<file path="src/rtl/alub_fwd_stage.sv">
// rtl/alub_fwd_stage.sv - ALU B-operand select with EX/MEM and MEM/WB forwarding into ID/EX; ALUB_FWD_STATS_EN adds forward counters
module alub_fwd_stage #(
  parameter int XLEN       = 32,
  parameter int REG_ADDR_W = 5
) (
  input  logic                  clk,
  input  logic                  rst,
  input  logic                  stall,
  input  logic                  flush,
  input  logic                  in_valid,
  input  logic                  ALUBSrc,
  input  logic [XLEN-1:0]       ImmExt,
  input  logic [XLEN-1:0]       RUrs2,
  input  logic [REG_ADDR_W-1:0] rs2_addr,
  input  logic [REG_ADDR_W-1:0] exmem_rd,
  input  logic                  exmem_RUWr,
  input  logic [XLEN-1:0]       exmem_result,
  input  logic [REG_ADDR_W-1:0] memwb_rd,
  input  logic                  memwb_RUWr,
  input  logic [XLEN-1:0]       memwb_result,
  output logic [XLEN-1:0]       B,
  output logic [XLEN-1:0]       StoreData,
  output logic                  B_valid,
  output logic [1:0]            FwdSel,
  output logic [15:0]           fwd_ex_cnt,
  output logic [15:0]           fwd_wb_cnt
);

  localparam logic [1:0] SEL_REG = 2'd0;
  localparam logic [1:0] SEL_WB  = 2'd1;
  localparam logic [1:0] SEL_EX  = 2'd2;
  localparam logic [1:0] SEL_IMM = 2'd3;

  logic            ex_hit;
  logic            wb_hit;
  logic [XLEN-1:0] rs2val;
  logic [XLEN-1:0] bsel;
  logic [1:0]      fwdsel_d;
  logic            load_en;

  // Resolve rs2: EX/MEM holds the newest value so it beats MEM/WB; x0 never forwards
  always_comb begin
    ex_hit   = exmem_RUWr && (exmem_rd != '0) && (exmem_rd == rs2_addr);
    wb_hit   = memwb_RUWr && (memwb_rd != '0) && (memwb_rd == rs2_addr);
    rs2val   = RUrs2;
    fwdsel_d = SEL_REG;
    if (ex_hit) begin
      rs2val   = exmem_result;
      fwdsel_d = SEL_EX;
    end else if (wb_hit) begin
      rs2val   = memwb_result;
      fwdsel_d = SEL_WB;
    end
    bsel = rs2val;
    if (ALUBSrc) begin
      bsel     = ImmExt;
      fwdsel_d = SEL_IMM;
    end
  end

  assign load_en = !flush && !stall;

  // ID/EX boundary registers: rst > flush > stall > load
  always_ff @(posedge clk) begin
    if (rst) begin
      B         <= '0;
      StoreData <= '0;
      B_valid   <= 1'b0;
      FwdSel    <= SEL_REG;
    end else if (flush) begin
      B         <= '0;
      StoreData <= '0;
      B_valid   <= 1'b0;
      FwdSel    <= SEL_REG;
    end else if (!stall) begin
      B         <= bsel;
      StoreData <= rs2val;
      B_valid   <= in_valid;
      FwdSel    <= fwdsel_d;
    end
  end

`ifdef ALUB_FWD_STATS_EN
  logic [15:0] ex_cnt;
  logic [15:0] wb_cnt;
  logic        count_en;

  assign count_en = load_en && in_valid && !ALUBSrc;

  // Saturating forward counters; only rst clears them
  always_ff @(posedge clk) begin
    if (rst) begin
      ex_cnt <= '0;
      wb_cnt <= '0;
    end else if (count_en) begin
      if (ex_hit && (ex_cnt != 16'hFFFF)) begin
        ex_cnt <= ex_cnt + 16'd1;
      end
      if (!ex_hit && wb_hit && (wb_cnt != 16'hFFFF)) begin
        wb_cnt <= wb_cnt + 16'd1;
      end
    end
  end

  assign fwd_ex_cnt = ex_cnt;
  assign fwd_wb_cnt = wb_cnt;
`else
  logic unused_load_en;
  assign unused_load_en = load_en;
  assign fwd_ex_cnt     = 16'h0000;
  assign fwd_wb_cnt     = 16'h0000;
`endif

endmodule

</file>
<file path="config.mk">
export PLATFORM = sky130hd
export DESIGN_NAME = alub_fwd_stage
export DESIGN_NICKNAME = d
export VERILOG_FILES = /design/src/rtl/alub_fwd_stage.sv
export SDC_FILE = /design/constraint.sdc
export NUM_CORES = 1
export LEC_CHECK = 0
export ABC_AREA = 1
export CORE_UTILIZATION = 38
export DETAILED_ROUTE_END_ITERATION = 16
export GPL_ROUTABILITY_DRIVEN = 0
export PLACE_DENSITY_LB_ADDON = 0.15
export SLEW_MARGIN = 10
export SYNTH_ARGS = -nofsm -noshare
export SYNTH_HDL_FRONTEND = slang
export SYNTH_SLANG_ARGS = --single-unit
</file>
<file path="constraint.sdc">
create_clock -name clk -period 1.9 [get_ports clk]
set_input_delay 0.38 -clock clk [delete_from_list [all_inputs] [get_ports clk]]
set_output_delay 0.38 -clock clk [all_outputs]
set_load 0.03 [all_outputs]
</file>
**Word-level counts from Yosys, hierarchy flattened**

Index checks and enable logic that the tools add are counted.

- Flip-flop bits (word level): 67
- Bits in latches: 0
- Bits in writable memories: 0
- Bits in read-only memories: 0
- Input bits: 151
- Output and inout bits: 99
- Memories kept: 0

- $add $sub $neg: 0
- Multiply operators: 0
- Divide/modulo/power cells: 0
- Magnitude comparators: 0
- Equal/unequal tests: 2
- Shift-type cells: 0
- Multiplexer cells: 6
- Bitwise operators: 0
- Reduce and logical (&&, ||, !) cells: 7

Operators with widths:

| operator | number |
|---|---|
| 32-bit 2-to-1 mux | 3 |
| 5-bit == test | 2 |
| 5-bit nonzero test | 2 |
| 1-bit logical AND | 4 |
| 2-bit 2-to-1 mux | 2 |
| 2-bit OR reduction | 1 |
| 1-bit 2-to-1 mux | 1 |

**Longest topological paths before layout**

- Depth after elaboration: 6
- Mapped depth: 14
- Mapped depth without buffers: 13

**Worst setup path after synthesis**

No wires, ideal clock.

- Path kind: input to register
- Start point: input port rs2_addr[0]
- End point: register StoreData[11]
- Library setup time: 109 ps
- Arrival time: 1391 ps
- Data required time: 1791 ps
- Setup slack: 400 ps
- Cell stages on the path: 12
- Cell sequence: inv_2 a21boi_1 o21ai_1 nor2_2 nand2_2 buf_6 buf_6 or2_1 nand2_1 nand2_1 nand2_1 inv_1

- Longest elaborated chain between the ends: 4

RTL lines:

| element | RTL line | text |
|---|---|---|
| from (decl) | 14 | `input logic [REG_ADDR_W-1:0] rs2_addr,` |
| 5-bit == test | 44 | `wb_hit = memwb_RUWr && (memwb_rd != '0) && (memwb_rd == rs2_addr);` |
| 1-bit logical AND | 44 |  |
| 32-bit 2-to-1 mux | 50 | `end else if (wb_hit) begin` |
| 32-bit 2-to-1 mux (*) | 47 | `if (ex_hit) begin` |
| to (signal assigned) | 77 | `StoreData <= rs2val;` |
| to (decl) | 22 | `output logic [XLEN-1:0] StoreData,` |

Mark *: on every way between the ends. The rest lies on a longest branch, timed or not.
A chain may end at the register's enable or synchronous reset.

**Final worst setup path**

- Start point: input port rs2_addr[1]
- End point: register B[24]

- Longest elaborated chain between the ends: 5

RTL lines:

| element | RTL line | text |
|---|---|---|
| 5-bit == test | 44 |  |
| 1-bit logical AND | 44 |  |
| 32-bit 2-to-1 mux | 50 |  |
| 32-bit 2-to-1 mux (*) | 47 |  |
| 32-bit 2-to-1 mux (*) | 55 | `if (ALUBSrc) begin` |
| to (signal assigned) | 76 | `B <= bsel;` |
| to (decl) | 21 | `output logic [XLEN-1:0] B,` |

Marks and branches as above.

==> impl_results.rst <==
.. list-table::
   :header-rows: 1

   * - Metric
     - Value
   * - Cell area after synthesis
     - 4130 um2
   * - Fraction of power spent switching nets
     - 31.6%
   * - Pre-antenna DRT Iters
     - 5
   * - Synthesized-area fraction occupied by and/or/nand/nor cells
     - between 30% and 40%
   * - Sum of overflow across all layers after global routing
     - 0
   * - Worst r2r src
     - B[24]$_SDFFE_PP0N_
   * - Result of the run
     - finished clean
   * - Max Fanout on Critical Path
     - 16
   * - Layout-stage area growth over the synthesis result
     - 65.7%
   * - Non-filler instance count after layout
     - 1009
   * - Share of the synthesized area in compound gates (AO/OA/AOI/OAI)
     - 13.0%
   * - Sort of element at the start of the critical path
     - primary input
   * - Ant. Diodes
     - 0
   * - Cell at the root of the clock tree
     - clkbuf_8
   * - Sum of routed wire length over all layers
     - 15.9 mm
   * - Setup-failing EPs final
     - 0
   * - Final count of hold timing violations
     - 0
   * - Fraction of post-synthesis cell area in the top cell type by area
     - 32.5%
   * - Area of all placed cells without fillers
     - slightly below 7000 um2
   * - Number of DRC markers in iteration 0
     - about 320
   * - Top area cells in the synthesized netlist
     - dfxtp_1, nand2_1, a21oi_1
   * - Clock slew at the register clock pins of the worst setup and hold paths
     - 0.08 ns
   * - Longest Clk Path Bufs
     - 2
   * - Routed length per instance
     - 15.7 um
   * - Netlist cell types
     - 27
   * - Data required time of the worst path
     - between 2 and 2.5 ns
   * - TNS Setup
     - 0 ns
   * - Global-route wire length before repair
     - 23.6 mm
   * - Logic depth of the worst register-to-register path
     - 2
   * - Initial standard-cell utilization of the core
     - 39.6%
   * - Post-detailed-route DRC marker count
     - 0
   * - CP dominant cell by count
     - buf_4
   * - Synth area leader
     - dfxtp_1
   * - Largest clock skew in the final design
     - 0 ns
   * - TritonCTS sink count
     - 67
   * - Final Max Tran Viols
     - 0
   * - Die outline area
     - 11300 um2
   * - Largest stage delay on the critical path
     - approximately 0.45 ns
   * - Total power after layout
     - 3.89 mW
   * - Register area share after synthesis
     - around 32%
   * - TritonCTS clock tree
     - yes
   * - Post-layout min period
     - between 1.5 and 2 ns
   * - Number of placement rows
     - 37
   * - Top-Level Pins
     - 250
   * - Nature of the critical path endpoint
     - flop
   * - Max Freq
     - roughly 540 MHz
   * - Switch Pwr
     - 1.23 mW
   * - Number of global-route vias before repair
     - 4963
   * - Commonest non-fill, non-tap cell in the layout
     - clkdlybuf4s50_1
   * - Post-DP Area
     - 6420 um2
   * - Endpoint of the most critical register-to-register path
     - B[24]$_SDFFE_PP0N_
   * - Chip height
     - 106 um
   * - Core Region
     - 10400 um2
   * - Clock insertion delay at the later pin of the skew report
     - 0.33 ns
   * - WS Path Type
     - primary input to flop
   * - Slack of the worst reg-to-reg path
     - 1.15 ns
   * - Cells after DPL
     - 988
   * - CTS H-tree lvls
     - 3
   * - Dominant combinational cell family by area after synthesis
     - simple AND/OR/NAND/NOR gates
   * - CTS Buf Count
     - 9
   * - Adder-cell area share of the yosys netlist
     - 0%
   * - Proportion of synthesized area in mux cells
     - 0%
   * - Max Cap Violations
     - 0
   * - Total global-route track usage
     - 26.5%
   * - Worst hold path endpoint
     - B_valid$_SDFFE_PP0N_
   * - Max VDD drop
     - 389 uV
   * - Crit path DAT
     - 2.10 ns
   * - Count of hold buffers inserted by post-cts repair
     - 0
   * - Clock power frac
     - between 30% and 40%
   * - Sequential group share of total power
     - 38.7%
   * - Post-synthesis sequential element count
     - 67
   * - Horizontal extent of the die
     - 106 um
   * - Tcrit/Tclk final
     - 96.7%
   * - Post-synthesis async set-or-reset flop share
     - 0%
   * - Residual antenna-violating net count after detailed routing
     - 0
   * - Detailed placement HPWL
     - 11.2 mm
   * - Type of the worst min-delay path
     - flop to flop
   * - Power per unit of standard cell area
     - ~570 nW/um2
   * - Combinational share of power
     - slightly above 30%
   * - Average cell area after synthesis
     - 6.31 um2
   * - Post-synthesis xor/xnor area fraction
     - 0.424%
   * - Crit path buf inv count
     - 3
   * - Number of vias per cell after detailed routing
     - around 5.0
   * - Number of antenna violations at the first check in global routing
     - 0
   * - Cell chain of the critical path
     - clkdlybuf4s50_1, buf_4, xor2_2, nor2_4, buf_4, nand4_1, nand3_2, nand3_1, a21oi_2
   * - Startpoint of the most critical hold path
     - B_valid$_SDFFE_PP0N_
   * - Leakage
     - 3.20 nW
   * - Top library cells by usage in the layout, fill and taps aside
     - clkdlybuf4s50_1, nand2_1, nor2_1, dfxtp_1, a21oi_1
   * - Fraction of final layout cells with drive strength greater than 1
     - 12.6%
   * - Final net count
     - 1019
   * - EDFF count, synth
     - 0
   * - Vias after detailed routing
     - just over 5000
   * - Largest net degree at the start of global routing
     - 52
   * - Gate family responsible for the most delay along the worst path
     - buffers and inverters
   * - Dominant synthesized flop cell
     - dfxtp_1
   * - Yosys warning total
     - 0
   * - Unrepaired setup endpoints after global routing
     - yes
   * - Hold path depth
     - 2
   * - Count of buffers from port buffering
     - 217
   * - Cell internal power dissipation
     - 2.66 mW
   * - Cell at the slowest stage of the critical path
     - clkdlybuf4s50_1
   * - Gate count of the mapped netlist
     - between 600 and 700
power groups by stage:
stage,clock network (mW),registers (mW),logic (mW)
5_1_grt,1.29,1.51,1.27
3_5_place_dp,0,1.53,1.14
3_3_place_gp,0,1.53,1.13
2_1_floorplan,0,1.65,0.488
6_report,1.20,1.50,1.18
4_1_cts,1.21,1.50,1.14
Yosys cell counts, types with 2 or more instances:
cell type,n
a21oi_1,67
clkbuf_1,22
nor2_1,73
buf_2,11
nand2_1,147
nand4_1,32
buf_1,5
dfxtp_1,67
o21ai_0,36
or2_2,26
buf_4,38
nand3_1,65
or2_1,6
inv_2,4
nor2_2,2
inv_1,41
buf_6,2
worst max path at each step:
| stage | cells after the start | slack (ns) | start | end |
|---|---|---|---|---|
| after global routing | 12 | -0.03 | rs2_addr[1] | StoreData[16]$_SDFFE_PP0N_ |
| final | 9 | 0.06 | rs2_addr[1] | B[24]$_SDFFE_PP0N_ |
| after detailed placement | 10 | -0.30 | rs2_addr[2] | B[24]$_SDFFE_PP0N_ |
| after floorplan | 12 | 0.40 | rs2_addr[0] | StoreData[11]$_SDFFE_PP0N_ |
| after CTS | 10 | 0.03 | rs2_addr[2] | B[24]$_SDFFE_PP0N_ |
| after global placement | 13 | -0.25 | rs2_addr[2] | StoreData[8]$_SDFFE_PP0N_ |
flip-flops by register name, indices dropped and copies added, names as in the netlist:
name / count
B: 32
StoreData: 32
B_valid: 1
FwdSel: 2
metal layers:
metal	up-vias	wire [um]	GRT usage [%]	share of wire (%)
met5	-	0	0	0
met3	28	1380	6.07	8.7
met4	0	340	10.3	2.1
li1	2483	-	-	-
met2	255	7790	48.6	49
met1	2299	6350	29.3	40
cell families (layout without fill, tap and decap cells):
| family | Yosys count | in the layout |
|---|---|---|
| AND/OR/NAND/NOR | 355 | 355 |
| AO/OA/AOI/OAI | 106 | 106 |
| other | 1 | 32 |
| flip-flops | 67 | 67 |
| XOR/XNOR | 2 | 2 |
| buffers and inverters | 123 | 311 |
final cells by class:
| class | instances | area, um2 |
|---|---|---|
| well taps | 136 | 170 |
| clock buffers | 11 | 141 |
| fillers | 962 | 3570 |
| multi-input cells | 495 | 2400 |
| clock inverters | 5 | 52.6 |
| flip-flops and latches | 67 | 1340 |
| repair buffers | 250 | 2570 |
| inverters | 45 | 169 |
timing repair:
| item | 4_1_cts | 5_1_grt |
|---|---|---|
| gates resized for setup | 0 | 34 |
| setup buffers | 0 | 2 |
| endpoints found under the setup margin | 0 | 38 |
worst min-delay path: cells and delay by family, from the launching register on:
kind,cells,cell delay (ns)
flops,1,0.31
simple gates,1,0.06
compound gates,1,0.06
metrics by stage:
stage,worst slack [ns],hold WS (ns),utilization (%)
floorplan,0.400,0.525,-
global placement,-0.252,0.454,61.6
detailed placement,-0.304,0.463,61.6
CTS,0.0337,0.474,63.5
global route,-0.0251,0.494,65.7
finish,0.0629,0.472,65.7
(Power assumes the default switching activity.)
